File: src/rtl/fetch_stage_pkg.sv
// Shared types for the RV32I fetch stage: IF/ID payload, fetch FSM states, PC step.
package rv32i_types;

  localparam logic [31:0] PC_STEP = 32'd4;

  typedef struct packed {
    logic        valid;
    logic [31:0] pc;
    logic [31:0] instr;
  } if_id_reg_t;

  typedef enum logic [1:0] {
    FETCH = 2'd0,
    HOLD  = 2'd1,
    FLUSH = 2'd2
  } fetch_state_t;

  // Instruction addresses are word aligned; the low two bits are discarded.
  function automatic logic [31:0] align_word(input logic [31:0] addr);
    return {addr[31:2], 2'b00};
  endfunction

endpackage

File: src/rtl/fetch_stage_if.sv
// Instruction-cache read/response bus between the fetch stage (master) and the L1 I-cache (slave).
interface fetch_stage_if;

  logic        imem_read;
  logic [31:0] imem_address;
  logic [31:0] imem_rdata;
  logic        imem_resp;

  modport master (
    output imem_read,
    output imem_address,
    input  imem_rdata,
    input  imem_resp
  );

  modport slave (
    input  imem_read,
    input  imem_address,
    output imem_rdata,
    output imem_resp
  );

endinterface

File: src/rtl/fetch_stage_fsm.sv
// Fetch control FSM: tracks the outstanding I-cache request and decodes the
// load / PC-update strobes consumed by the datapath in fetch_stage.
module fetch_fsm
  import rv32i_types::*;
(
  input  logic         clk,
  input  logic         rst,
  input  logic         resp_i,
  input  logic         redirect_i,
  input  logic         stall_i,
  output fetch_state_t state_o,
  output logic         imem_read_o,
  output logic         load_o,
  output logic         valid_o,
  output logic         use_hold_o,
  output logic         capture_hold_o,
  output logic         pc_redirect_o,
  output logic         req_redirect_o,
  output logic         advance_o,
  output logic         req_from_pc_o
);

  fetch_state_t state_q;
  fetch_state_t state_d;

  always_ff @(posedge clk or posedge rst) begin
    if (rst) begin
      state_q <= FETCH;
    end else begin
      state_q <= state_d;
    end
  end

  always_comb begin
    state_d        = state_q;
    imem_read_o    = 1'b0;
    load_o         = 1'b0;
    valid_o        = 1'b0;
    use_hold_o     = 1'b0;
    capture_hold_o = 1'b0;
    pc_redirect_o  = 1'b0;
    req_redirect_o = 1'b0;
    advance_o      = 1'b0;
    req_from_pc_o  = 1'b0;

    unique case (state_q)
      FETCH: begin
        imem_read_o = 1'b1;
        if (resp_i) begin
          if (redirect_i) begin
            load_o         = 1'b1;
            pc_redirect_o  = 1'b1;
            req_redirect_o = 1'b1;
          end else if (!stall_i) begin
            load_o    = 1'b1;
            valid_o   = 1'b1;
            advance_o = 1'b1;
          end else begin
            capture_hold_o = 1'b1;
            state_d        = HOLD;
          end
        end else if (redirect_i) begin
          // The request in flight belongs to the squashed path; drain it in FLUSH.
          load_o        = 1'b1;
          pc_redirect_o = 1'b1;
          state_d       = FLUSH;
        end
      end

      HOLD: begin
        if (redirect_i) begin
          load_o         = 1'b1;
          pc_redirect_o  = 1'b1;
          req_redirect_o = 1'b1;
          state_d        = FETCH;
        end else if (!stall_i) begin
          load_o     = 1'b1;
          valid_o    = 1'b1;
          use_hold_o = 1'b1;
          advance_o  = 1'b1;
          state_d    = FETCH;
        end
      end

      FLUSH: begin
        imem_read_o = 1'b1;
        if (redirect_i) begin
          load_o        = 1'b1;
          pc_redirect_o = 1'b1;
        end
        if (resp_i) begin
          req_from_pc_o  = 1'b1;
          req_redirect_o = redirect_i;
          state_d        = FETCH;
        end
      end

      default: begin
        state_d = FETCH;
      end
    endcase
  end

  assign state_o = state_q;

endmodule

File: src/rtl/fetch_stage.sv
// RV32I instruction-fetch stage: owns the PC, drives the I-cache bus and the IF/ID load.
// Optional performance counters are enabled with `define FETCH_PERF_EN.
module fetch_stage
  import rv32i_types::*;
#(
  parameter logic [31:0] RESET_PC = 32'h4000_0000
) (
  input  logic                 clk,
  input  logic                 rst,
  input  logic                 stall,
  input  logic                 redirect,
  input  logic [31:0]          redirect_pc,
  fetch_stage_if.master        imem,
  output logic                 if_id_load,
  output if_id_reg_t           if_id_o,
  output logic [31:0]          perf_fetched,
  output logic [31:0]          perf_stall
);

  logic [31:0] pc_q, pc_d;
  logic [31:0] req_addr_q, req_addr_d;
  logic [31:0] hold_instr_q, hold_instr_d;
  logic [31:0] target_pc;
  logic [31:0] next_seq_pc;

  fetch_state_t state;
  logic fsm_read;
  logic fsm_load;
  logic fsm_valid;
  logic use_hold;
  logic capture_hold;
  logic pc_redirect;
  logic req_redirect;
  logic advance;
  logic req_from_pc;

  if_id_reg_t payload;

  fetch_fsm u_fsm (
    .clk            (clk),
    .rst            (rst),
    .resp_i         (imem.imem_resp),
    .redirect_i     (redirect),
    .stall_i        (stall),
    .state_o        (state),
    .imem_read_o    (fsm_read),
    .load_o         (fsm_load),
    .valid_o        (fsm_valid),
    .use_hold_o     (use_hold),
    .capture_hold_o (capture_hold),
    .pc_redirect_o  (pc_redirect),
    .req_redirect_o (req_redirect),
    .advance_o      (advance),
    .req_from_pc_o  (req_from_pc)
  );

  assign target_pc   = align_word(redirect_pc);
  assign next_seq_pc = req_addr_q + PC_STEP;

  always_comb begin
    pc_d = pc_q;
    if (pc_redirect) begin
      pc_d = target_pc;
    end else if (advance) begin
      pc_d = next_seq_pc;
    end
  end

  // req_addr only moves when the current request has completed (or none is pending).
  always_comb begin
    req_addr_d = req_addr_q;
    if (req_redirect) begin
      req_addr_d = target_pc;
    end else if (req_from_pc) begin
      req_addr_d = pc_q;
    end else if (advance) begin
      req_addr_d = next_seq_pc;
    end
  end

  assign hold_instr_d = capture_hold ? imem.imem_rdata : hold_instr_q;

  always_ff @(posedge clk or posedge rst) begin
    if (rst) begin
      pc_q         <= RESET_PC;
      req_addr_q   <= RESET_PC;
      hold_instr_q <= '0;
    end else begin
      pc_q         <= pc_d;
      req_addr_q   <= req_addr_d;
      hold_instr_q <= hold_instr_d;
    end
  end

  always_comb begin
    payload = '0;
    if (fsm_valid) begin
      payload.valid = 1'b1;
      payload.pc    = req_addr_q;
      payload.instr = use_hold ? hold_instr_q : imem.imem_rdata;
    end
  end

  assign imem.imem_read    = fsm_read & ~rst;
  assign imem.imem_address = req_addr_q;
  assign if_id_load        = fsm_load & ~rst;
  assign if_id_o           = (fsm_load && !rst) ? payload : '0;

`ifdef FETCH_PERF_EN
  logic [31:0] perf_fetched_q, perf_fetched_d;
  logic [31:0] perf_stall_q, perf_stall_d;
  logic        fetched_inc;
  logic        stall_inc;

  assign fetched_inc = if_id_load & if_id_o.valid;
  assign stall_inc   = (state == HOLD) & stall;

  // Both counters saturate rather than wrap.
  assign perf_fetched_d = (fetched_inc && perf_fetched_q != 32'hFFFF_FFFF)
                          ? perf_fetched_q + 32'd1 : perf_fetched_q;
  assign perf_stall_d   = (stall_inc && perf_stall_q != 32'hFFFF_FFFF)
                          ? perf_stall_q + 32'd1 : perf_stall_q;

  always_ff @(posedge clk or posedge rst) begin
    if (rst) begin
      perf_fetched_q <= '0;
      perf_stall_q   <= '0;
    end else begin
      perf_fetched_q <= perf_fetched_d;
      perf_stall_q   <= perf_stall_d;
    end
  end

  assign perf_fetched = perf_fetched_q;
  assign perf_stall   = perf_stall_q;
`else
  logic unused_state;
  assign unused_state = ^state;
  assign perf_fetched = '0;
  assign perf_stall   = '0;
`endif

endmodule

File: src/flat_wrapper.sv
// flat-port wrapper written by rule: the top's interface ports become plain ports
module fetch_stage_flat import rv32i_types::*;
#(
  parameter logic [31:0] RESET_PC = 32'h4000_0000
)
  (clk, rst, stall, redirect, redirect_pc, if_id_load, if_id_o, perf_fetched, perf_stall, imem_imem_read, imem_imem_address, imem_imem_rdata, imem_imem_resp);
  fetch_stage_if imem_i ();
  input  logic clk;
  input  logic rst;
  input  logic stall;
  input  logic redirect;
  input  logic [31:0] redirect_pc;
  output logic if_id_load;
  output if_id_reg_t if_id_o;
  output logic [31:0] perf_fetched;
  output logic [31:0] perf_stall;
  output wire logic [$bits(imem_i.imem_read)-1:0] imem_imem_read;
  output wire logic [$bits(imem_i.imem_address)-1:0] imem_imem_address;
  input wire logic [$bits(imem_i.imem_rdata)-1:0] imem_imem_rdata;
  input wire logic [$bits(imem_i.imem_resp)-1:0] imem_imem_resp;
  assign imem_imem_read = imem_i.imem_read;
  assign imem_imem_address = imem_i.imem_address;
  assign imem_i.imem_rdata = imem_imem_rdata;
  assign imem_i.imem_resp = imem_imem_resp;
  fetch_stage #(.RESET_PC(RESET_PC)) u_core (.clk(clk), .rst(rst), .stall(stall), .redirect(redirect), .redirect_pc(redirect_pc), .imem(imem_i), .if_id_load(if_id_load), .if_id_o(if_id_o), .perf_fetched(perf_fetched), .perf_stall(perf_stall));
endmodule
File: config.mk
export PLATFORM = sky130hd
export DESIGN_NAME = fetch_stage_flat
export DESIGN_NICKNAME = d
export VERILOG_FILES = /design/src/rtl/fetch_stage_pkg.sv /design/src/rtl/fetch_stage_if.sv /design/src/rtl/fetch_stage_fsm.sv /design/src/rtl/fetch_stage.sv /design/src/flat_wrapper.sv
export SDC_FILE = /design/constraint.sdc
export NUM_CORES = 1
export LEC_CHECK = 0
export CAP_MARGIN = 20
export CORE_UTILIZATION = 50
export DETAILED_ROUTE_END_ITERATION = 10
export GPL_TIMING_DRIVEN = 1
export MAX_ROUTING_LAYER = met4
export PLACE_DENSITY_LB_ADDON = 0.2
export SETUP_SLACK_MARGIN = 0.05
export SKIP_LAST_GASP = 1
export SYNTH_ARGS = -nofsm -noshare
export SYNTH_HDL_FRONTEND = slang
export SYNTH_HIERARCHICAL = 1
export SYNTH_SLANG_ARGS = --single-unit
File: constraint.sdc
create_clock -name clk -period 7 [get_ports clk]
set_input_delay 1.4 -clock clk [delete_from_list [all_inputs] [get_ports clk]]
set_output_delay 1.4 -clock clk [all_outputs]
set_load 0.01 [all_outputs]
* After elaboration in Yosys (flattened, before gate mapping) *
Cells that the tools add are included.

operators by class
  $add $sub $neg = 1
  multipliers = 0
  reductions and logical operators = 8
  equal/unequal tests = 7
  bitwise operators = 3
  divide/modulo/power cells = 0
  $lt $le $gt $ge = 0
  shift-type cells = 0
  mux-type cells = 35

operators by type and width
  operator                                             count
  two-way mux 32 bit                                   5
  two-way mux 65 bit                                   2
  adder 32 x 3 -> 32 bit, second input constant        1
  two-way mux 1 bit                                    17
  two-way mux 2 bit                                    7
  inequality test 3 bit, second input constant         4
  case mux 1 bit (3 select lines)                      2
  case mux 2 bit (3 select lines)                      1
  AND reduction 5 bit                                  1
  nonzero test 3 bit                                   1
  OR reduction 3 bit                                   1
  AND 1 bit                                            2
  equality test 2 x 1 -> 1 bit, second input constant  1
  equality test 2 bit, second input constant           1
  logical NOT 2 bit                                    1
  inequality test 2 bit, second input constant         1
  case mux 1 bit (2 select lines)                      1
  nonzero test 2 bit                                   1
  OR reduction 2 bit                                   1
  logical AND 1 bit                                    1
  logical NOT 1 bit                                    1
  inverter 1 bit                                       1

word-level totals
  latch bits = 0
  output and inout port bits = 163
  register bits = 98
  ROM bits = 0
  bits in writable memories = 0
  memories kept = 0

* Depth between registers and ports, before layout *
  depth after elaboration = 7
  depth in mapped cells = 9
  mapped depth without buffers = 7

* Cells and area by module *
The synthesis kept the hierarchy.

by module, submodules not included
  module       area an instance (sq um)  seq. area each (sq um)  instances  cells each
  fetch_stage  6391.1                    2404.8                  1          707
  fetch_fsm    162.7                     50.0                    1          19

* Worst setup path after synthesis *
OpenSTA, ideal clock, no wires.

  path kind = input to output
  start point = in redirect
  end point = out if_id_o[18] (netlist name)
  cell stages on the path = 6
  slack = 2.883 ns
  data arrival time = 2.717 ns
  data required time = 5.600 ns
  cells stage by stage = nor4_1 buf_4 nand2_1 clkbuf_1 buf_1 nor2_1

RTL lines
  item                RTL line            source
  start: declaration  flat_wrapper.sv:11  input logic redirect;
  end: declaration    flat_wrapper.sv:14  output if_id_reg_t if_id_o;

==> impl_metrics.env <==
export IMPL_synth_distinct_cells=60
export IMPL_gp_congestion=0.874
export IMPL_setup_worst_path_class="in -> out"
export IMPL_arrival_ns=4.16
export IMPL_dr_total_vias=5764
export IMPL_viasPerCell=5.59
export IMPL_chipHeight_um=116
export IMPL_status="finished clean"
export IMPL_clk_pin_slew_worst_paths_ns=0.06
export IMPL_dp_hpwl_mm=11.6
export IMPL_postCtsSetupBuffers=0
export IMPL_hold_depth=1
export IMPL_syn_area_um2=6550
export IMPL_fin_area_um2=8250
export IMPL_coreArea_um2=12700
export IMPL_r2r_end="u_core/imem.imem_address[23]"
export IMPL_placed_cells=1014
export IMPL_drv_slew=0
export IMPL_die_w_um=116
export IMPL_regToRegSetupSlack_ns=4.24
export IMPL_cp_max_fo=33
export IMPL_yosysWarnings=6
export IMPL_p_per_area_nw_per_um2=213
export IMPL_antenna_found_initial=1
export IMPL_first_pass_iters=6
export IMPL_grt_pass1_wl_mm=27.2
export IMPL_synthAdderAreaFrac_pct=0.191
export IMPL_hold_buffers=0
export IMPL_crit_required_ns=5.60
export IMPL_muxShareOfSynthArea_pct=12.5
export IMPL_syn_to_final_growth_pct=25.8
export IMPL_worst_r2r_cell_count=5
export IMPL_end_kind="output pin"
export IMPL_r2r_start="u_core/imem.imem_address[10]"
export IMPL_synth_top_cells_by_area="dfrtp_1, buf_4, mux2i_1"
export IMPL_insertion_delay_ns=0.35
export IMPL_synthXorXnorAreaFrac_pct=4.28
export IMPL_setup_tns_final_ns=0
export IMPL_synth_ff_type="dfrtp_1"
export IMPL_yosys_area_share_simple_pct=19.4
export IMPL_setup_viol=0
export IMPL_grt_max_degree=102
export IMPL_clkSinkCount=98
export IMPL_numCtsBuffers=9
export IMPL_nets=923
export IMPL_min_period_ns=5.56
export IMPL_ioPinCount=232
export IMPL_clockBufferDepth=2
export IMPL_htreeDepth=3
export IMPL_rsz0062_at_grt="false"
export IMPL_start_kind="primary input"
export IMPL_ys_async_sr_fraction_pct=100
export IMPL_cts_tree="done"
export IMPL_avgRoutedWirePerCell_um=16.6
export IMPL_drive_above_1_share_pct=8.39
export IMPL_synth_area_per_cell_um2=9.03
export IMPL_p_leak_nw=3.29
export IMPL_syn_inst=726
export IMPL_hold_end="u_core/hold_instr_q[16]"
export IMPL_rows=41
export IMPL_synth_edff_count=0
export IMPL_grt_pass1_vias=5412
export IMPL_whs_ns=0.510
export IMPL_drtAntennaViolNets=0
export IMPL_max_freq_mhz=180
export IMPL_clock_skew_ns=0.00662
export IMPL_wirelength_mm=17.1
export IMPL_worstHoldStart="u_core/hold_instr_q[16]"
export IMPL_grt_use_total_pct=26.8
export IMPL_die_area_um2=13600
export IMPL_total_power_mw=1.76
export IMPL_slew_headroom_pct=40.8
export IMPL_fin_cells=1031
export IMPL_hold_viol=0
export IMPL_synth_top_area_share_pct=36.7
export IMPL_drt_iter0_markers=492
export IMPL_cts_root_buffer="clkbuf_16"
export IMPL_min_delay_path_class="reg -> reg"
export IMPL_postCtsResizedCells=0
export IMPL_fillers=1075
export IMPL_start_util_pct=51.5
export IMPL_synth_compound_area_share_pct=13.1
export IMPL_cap_violations=0
export IMPL_drc=0
export IMPL_synth_seq_cells=98
export IMPL_port_buffers=165
export IMPL_tightestPinTransition_ns=0.888
export IMPL_peakVddDrop_v=0.000130
export IMPL_fin_crit_sh_pct=79.4
export IMPL_place_area_um2=7960
export IMPL_grt_overflow=0
export IMPL_synth_top_family_by_area="simple AND/OR/NAND/NOR gates"
export IMPL_yosysTopAreaCell="dfrtp_1"
export IMPL_synth_seq_area_share_pct=37.5
cells in the final DEF (no fill, tap or decap), drive strengths merged, types with 22 or more instances in the layout:
master	instances
clkdlybuf4s50	165
nand2	44
mux2	33
nor3b	25
o21ai	43
xnor2	22
conb	64
nor2	68
a21oi	49
mux2i	45
and3	31
dfrtp	96
how the worst max path moves through the flow:
stage | slack, ns | cells after the start | to | start
2_1_floorplan | 2.88 | 6 | if_id_o[18] | redirect
3_3_place_gp | 1.55 | 9 | if_id_o[18] | redirect
3_5_place_dp | 1.43 | 9 | if_id_o[1] | redirect
4_1_cts | 1.43 | 9 | if_id_o[1] | redirect
5_1_grt | 1.24 | 9 | if_id_o[1] | redirect
6_report | 1.44 | 9 | if_id_o[26] | redirect
sequential cells by signal (all words and copies together), names as in the netlist:
register and cells:
u_core/imem.imem_address 32, u_core/u_fsm/state_o 2, u_core/pc_q 32, u_core/hold_instr_q 32
cell type report:
| cell class | instances | area, um^2 | share of cell area, % |
|---|---|---|---|
| Multi-Input combinational cell | 558 | 3510 | 42.6 |
| Sequential cell | 98 | 2450 | 29.8 |
| Timing Repair Buffer | 174 | 1730 | 21.0 |
| Clock buffer | 14 | 274 | 3.32 |
| Tap cell | 172 | 215 | 2.61 |
| Inverter | 12 | 47.5 | 0.577 |
| Clock inverter | 2 | 10.0 | 0.121 |
| Antenna cell | 1 | 2.50 | 0.0303 |
stage by stage:
| step | util [%] | setup slack, ns |
|---|---|---|
| floorplan | - | 2.88 |
| global placement | 62.6 | 1.55 |
| detailed placement | 62.6 | 1.43 |
| CTS | 64.8 | 1.43 |
| global route | 64.8 | 1.24 |
| finish | 64.8 | 1.44 |
layer usage:
metal	up-vias	share of wire [%]	track usage, %
li1	2691	-	-
met1	2767	43	34.5
met2	283	46	40.5
met3	23	9.0	7.06
met4	0	1.9	10.2
met5	-	0	-
cells in the mapped netlist, types with 3 or more instances:
| cell type | instances |
|---|---|
| nor3_1 | 13 |
| and4_1 | 3 |
| nor4_1 | 8 |
| nor2b_1 | 6 |
| o22ai_1 | 4 |
| inv_1 | 11 |
| nand2_1 | 44 |
| clkbuf_8 | 3 |
| a22oi_1 | 5 |
| or3_1 | 3 |
| xnor2_1 | 22 |
| or4_1 | 3 |
| buf_4 | 68 |
| mux2_2 | 33 |
| nor2_1 | 68 |
| o31ai_1 | 6 |
| a311oi_1 | 4 |
| nand3_1 | 11 |
| nor3b_1 | 25 |
| buf_6 | 3 |
| o221ai_1 | 11 |
| dfrtp_1 | 96 |
| nand4_1 | 12 |
| a21oi_1 | 49 |
| clkbuf_1 | 31 |
| and3_1 | 30 |
| buf_1 | 10 |
| o21ai_0 | 42 |
| nand2b_1 | 4 |
| a21o_1 | 5 |
| xor2_1 | 10 |
| mux2i_1 | 45 |
power breakdown:
group          internal, mW  total [mW]  switching (mW)
clock network         0.270       0.483           0.214
logic                 0.253       0.480           0.227
registers             0.673       0.793           0.120
logic make-up after synthesis:
family / Yosys count
and+or+nand+nor: 242
xor gates and xnor gates: 32
other: 1
AOI/OAI and AO/OA: 141
DFF: 98
muxes: 78
adders and majority gates: 1
buffers and inverters: 133
worst max-delay path: stages:
cell and delay [ns]:
clkdlybuf4s50_1 0.61, a21boi_4 0.22, o21bai_1 0.11, nor2b_2 0.14
buf_4 0.28, nand2_1 0.29, buf_4 0.34, nor2_1 0.19
clkdlybuf4s50_1 0.57
Power figures use the tool's default switching activity.
